--- src/rtl/pipe_pkg.sv ---
// Shared constants and helpers for the elastic pipeline stages.
package pipe_pkg;

  localparam int unsigned DefaultTsW = 32;

  typedef logic [DefaultTsW-1:0] ts_t;

  // Width needed to hold an occupancy of 0..depth inclusive.
  function automatic int unsigned cnt_width(input int unsigned depth);
    return $clog2(depth + 1);
  endfunction

endpackage

--- src/rtl/elastic_pipe_stage.sv ---
// DEPTH-entry valid/ready elastic buffer; each word carries its ingress cycle stamp
// so egress can report how long it sat in the stage.
module elastic_pipe_stage
  import pipe_pkg::*;
#(
  parameter int unsigned DATA_W = 8,
  parameter int unsigned DEPTH  = 2,
  parameter int unsigned TS_W   = DefaultTsW,
  localparam int unsigned CNT_W = cnt_width(DEPTH)
) (
  input  logic              clk,
  input  logic              rst_n,
  input  logic              flush,
  input  logic [TS_W-1:0]   cycle_cnt,
  input  logic              in_valid,
  input  logic [DATA_W-1:0] in_data,
  output logic              in_ready,
  output logic              out_valid,
  output logic [DATA_W-1:0] out_data,
  output logic [TS_W-1:0]   out_ts,
  input  logic              out_ready,
  output logic [TS_W-1:0]   out_lat,
  output logic [CNT_W-1:0]  level,
  output logic [CNT_W-1:0]  hwm
);

  localparam int unsigned PTR_W = (DEPTH > 1) ? $clog2(DEPTH) : 1;

  typedef logic [PTR_W-1:0] ptr_t;
  typedef logic [CNT_W-1:0] cnt_t;

  localparam ptr_t LastPtr   = PTR_W'(DEPTH - 1);
  localparam cnt_t DepthCnt  = CNT_W'(DEPTH);

  logic [DATA_W-1:0] data_mem [DEPTH];
  logic [TS_W-1:0]   ts_mem   [DEPTH];

  ptr_t wr_ptr_q, wr_ptr_d;
  ptr_t rd_ptr_q, rd_ptr_d;
  cnt_t count_q, count_d;
  cnt_t hwm_q, hwm_d;

  logic push, pop;

  // Pointers wrap explicitly so DEPTH need not be a power of two.
  function automatic ptr_t ptr_inc(input ptr_t p);
    return (p == LastPtr) ? '0 : p + 1'b1;
  endfunction

  // Ready depends only on registered occupancy, never on out_ready.
  assign in_ready  = rst_n & (count_q < DepthCnt);
  assign out_valid = (count_q != '0);
  assign out_data  = data_mem[rd_ptr_q];
  assign out_ts    = ts_mem[rd_ptr_q];
  assign out_lat   = cycle_cnt - out_ts;
  assign level     = count_q;
  assign hwm       = hwm_q;

  always_comb begin
    push     = in_valid & in_ready & ~flush;
    pop      = out_valid & out_ready & ~flush;
    wr_ptr_d = wr_ptr_q;
    rd_ptr_d = rd_ptr_q;
    count_d  = count_q;
    hwm_d    = hwm_q;

    if (flush) begin
      wr_ptr_d = '0;
      rd_ptr_d = '0;
      count_d  = '0;
      hwm_d    = '0;
    end else begin
      if (push) wr_ptr_d = ptr_inc(wr_ptr_q);
      if (pop)  rd_ptr_d = ptr_inc(rd_ptr_q);
      unique case ({push, pop})
        2'b10:   count_d = count_q + 1'b1;
        2'b01:   count_d = count_q - 1'b1;
        default: count_d = count_q;
      endcase
      hwm_d = (count_d > hwm_q) ? count_d : hwm_q;
    end
  end

  always_ff @(posedge clk) begin
    if (!rst_n) begin
      wr_ptr_q <= '0;
      rd_ptr_q <= '0;
      count_q  <= '0;
      hwm_q    <= '0;
    end else begin
      wr_ptr_q <= wr_ptr_d;
      rd_ptr_q <= rd_ptr_d;
      count_q  <= count_d;
      hwm_q    <= hwm_d;
    end
  end

  // Storage is deliberately left unreset; out_valid gates its meaning.
  always_ff @(posedge clk) begin
    if (push) begin
      data_mem[wr_ptr_q] <= in_data;
      ts_mem[wr_ptr_q]   <= cycle_cnt;
    end
  end

endmodule

--- config.mk ---
export PLATFORM = sky130hd
export DESIGN_NAME = elastic_pipe_stage
export DESIGN_NICKNAME = d
export VERILOG_FILES = /design/src/rtl/pipe_pkg.sv /design/src/rtl/elastic_pipe_stage.sv
export SDC_FILE = /design/constraint.sdc
export NUM_CORES = 1
export LEC_CHECK = 0
export CAP_MARGIN = 20
export CORE_AREA = 2 2 115 117
export CTS_CLUSTER_SIZE = 8
export DETAILED_ROUTE_END_ITERATION = 8
export DIE_AREA = 0 0 117 119
export PLACE_DENSITY_LB_ADDON = 0.12
export SETUP_SLACK_MARGIN = 0.15
export SLEW_MARGIN = 40
export SYNTH_ARGS = -nofsm -noshare
export SYNTH_HDL_FRONTEND = slang
export SYNTH_SLANG_ARGS = --single-unit
export TNS_END_PERCENT = 1
--- constraint.sdc ---
create_clock -name clk -period 4.5 [get_ports clk]
set_input_delay 0.45 -clock clk [delete_from_list [all_inputs] [get_ports clk]]
set_output_delay 0.45 -clock clk [all_outputs]
set_load 0.1 [all_outputs]
==> flow_metrics.tcl <==
set metrics [dict create \
    status "finished clean" \
    synthFlopType "edfxtp_1" \
    finalPower_mw 2.63 \
    fin_cells 734 \
    placed_cells 718 \
    first_global_vias 3681 \
    ff_latch_area_um2 2540 \
    rsz0062_at_grt "false" \
    max_slew.worst_pin.slew_ns 0.511 \
    synth_top_area_share_pct 48.0 \
    endpoint "out_lat[31]" \
    ios 123 \
    relSlewSlack_pct 66.2 \
    areaGrowthSynthToFinish_pct 34.1 \
    grt.overflow.total 0 \
    clockPowerShare_pct 30.0 \
    cp.required_ns 4.05 \
    chipWidth_um 117 \
    hpwl_um 8620 \
    cts_num_sinks 87 \
    worstHoldStart "hwm[0]$_SDFFE_PP0N_" \
    reg2reg_slack_ns 1.91 \
    path_clk_slew_ns 0.06 \
    syn_avg_cell_area_um2 11.7 \
    multi_input_area_um2 2350 \
    via_per_inst 5.00 \
    slew_violations 0 \
    wl_um 11400 \
    final-hold-violation-count 0 \
    ir_worst_vdd_v 0.000207 \
    antenna_found_initial 0 \
    intPower_mw 1.66 \
    finalSetupViolations 0 \
    grt_max_degree 29 \
    worst-setup-path-type "register to output pin" \
    fmax_ghz 0.248 \
    worstSkewPairLatency_ns 0.35 \
    nets 633 \
    synthArstFlopShare_pct 0 \
    cts_max_level 3 \
    finClkSkew_ns 0.0101 \
    drtAntennaViolNets 0 \
    holdBufCountCts 0 \
    ctsResizeCount 0 \
    synth_cell_types 54 \
    yosysSeqAreaShare_pct 50.8 \
    ys_warn_count 0 \
    rr_endpoint "hwm[1]$_SDFFE_PP0N_" \
    reg2reg_depth 11 \
    hold_path.class "register to register" \
    crit_arrival_ns 3.58 \
    cts_root_buf "clkbuf_16" \
    synth_common_cells "edfxtp_1, inv_1, a21oi_1" \
    start_kind "register" \
    netlist_instances 426 \
    power_density_nw_per_um2 392 \
    clockBufferDepth 2 \
    post_cts_buffers 0 \
    final_period_minus_worst_setup_slack_ns 4.03 \
    core_area_um2 12900 \
    cts_tree "done" \
    drc 0 \
    drive_gt1_share_pct 24.4 \
    dieArea_um2 13900 \
    crit_path_max_fanout 28 \
    dr.pass1.iters 4 \
    synth_area_leaders "edfxtp_1, ha_1, mux2i_1" \
    gp_congestion 0.848 \
    numCtsBuffers 9 \
    dpl-instance-area_um2 6390 \
    n_antenna_cell 0 \
    final_cell_area_um2 6710 \
    leakagePower_nw 2.66 \
    syn-num-nets 506 \
    timing.rr.start "level[1]$_SDFF_PP0_" \
    start_util_pct 38.9 \
    num_vias 3671 \
    cap_violations 0 \
    fillers 1159 \
    grt_pass1_wl_um 18100 \
    grtUsageTotal_pct 17.0 \
    synth.cell_area_um2 5000 \
    pwr-share-comb_pct 35.6 \
    drtIter0Drc 160 \
    yosysTopAreaCell "edfxtp_1" \
    netSwitchingFraction_pct 36.9 \
    synth.most_common_cell "edfxtp_1" \
    p_seq_share_pct 34.4 \
    synth_edf_count 80 \
    fp.dieH_um 119 \
    fp-row-count 42 \
    drt-wirelength-per-cell_um 15.5 \
    yosys_register_bits 87 \
    fin_crit_sh_pct 89.5 \
    io_buffers 122 \
    end_kind "output pin" \
    power.switching_uw 971 \
]
## flip-flops by register name, indices dropped and copies added, names as in the netlist, named ones only
name	flops
rd_ptr_q	1
hwm	2
ts_mem	64
wr_ptr_q	1
level	2
data_mem	16
## worst max-delay path, cell delays in order, from the launching register on
cell      delay [ns]
dfxtp_2         0.35
buf_4           0.43
mux2i_1         0.32
ha_1            0.35
a21oi_1         0.32
o211ai_1        0.14
a21boi_0        0.27
nand3_1         0.20
o21ai_0         0.24
mux2i_1         0.38
buf_12          0.22
## power groups by stage
stage          combinational (mW)  sequential, mW  clock [mW]
2_1_floorplan               0.668           0.927           0
3_3_place_gp                0.949           0.920           0
3_5_place_dp                0.939           0.921           0
4_1_cts                     0.943           0.903       0.812
5_1_grt                     0.978           0.904       0.838
6_report                    0.937           0.903       0.790
## layer usage
layer / global-route usage, % / routed length, um / up-vias
met5: 0 / 0 / -
met4: 7.28 / 229 / 0
met3: 3.87 / 766 / 15
met2: 26.9 / 5290 / 109
met1: 22.2 / 5100 / 1738
li1: - / - / 1809
## worst min path at each step
stage | cells past startpoint | to | slack [ns]
2_1_floorplan | 2 | register | 0.47
3_3_place_gp | 2 | hwm[0]$_SDFFE_PP0N_ | 0.47
3_5_place_dp | 2 | hwm[1]$_SDFFE_PP0N_ | 0.49
4_1_cts | 2 | hwm[0]$_SDFFE_PP0N_ | 0.50
5_1_grt | 2 | hwm[0]$_SDFFE_PP0N_ | 0.52
6_report | 2 | hwm[0]$_SDFFE_PP0N_ | 0.49
## layout by cell type (no fill, tap or decap), types with 4 or more instances in the layout
| master | n |
|---|---|
| edfxtp_1 | 80 |
| buf_2 | 47 |
| clkdlybuf4s50_1 | 44 |
| inv_1 | 39 |
| a21oi_1 | 35 |
| ha_1 | 34 |
| mux2i_1 | 31 |
| nand2_1 | 25 |
| nor2_1 | 20 |
| buf_4 | 19 |
| buf_12 | 16 |
| xnor2_1 | 15 |
| o21ai_0 | 13 |
| xor2_1 | 10 |
| mux2_2 | 10 |
| o21a_1 | 10 |
| nor2b_1 | 9 |
| clkbuf_16 | 9 |
| nand3_1 | 7 |
| a21o_1 | 6 |
| xnor2_2 | 6 |
| dfxtp_1 | 6 |
| or2_2 | 4 |
| nand4_1 | 4 |
| xor2_2 | 4 |
## through the flow
| step | setup WS (ns) | hold slack, ns | util, % | setup TNS, ns |
|---|---|---|---|---|
| global placement | 0.666 | 0.467 | 51.5 | 0 |
| detailed placement | 0.663 | 0.487 | 49.7 | 0 |
| floorplan | -0.336 | 0.472 | - | -1.53 |
| finish | 0.473 | 0.492 | 52.1 | 0 |
| CTS | 0.455 | 0.500 | 52.1 | 0 |
| global route | 0.274 | 0.516 | 52.1 | 0 |
## final cells by class
type	instances	share of cell area [%]
multi-input combinational	290	35.0
timing repair buffer	126	17.0
clock inverter	6	1.27
inverter	39	2.18
clock buffer	10	3.41
sequential	87	37.9
tap	176	3.28
## kinds of logic (layout without fill, tap and decap cells)
kind of cell	count (synthesis)	after routing	share of synthesized area, %
and+or+nand+nor	82	82	7.93
AOI/OAI and AO/OA	97	97	13.7
adders and majority gates	35	35	8.90
DFF	87	87	50.8
buffers and inverters	49	181	4.08
xor gates and xnor gates	35	35	6.13
muxes	41	41	8.45
Power figures use the tool's default switching activity.
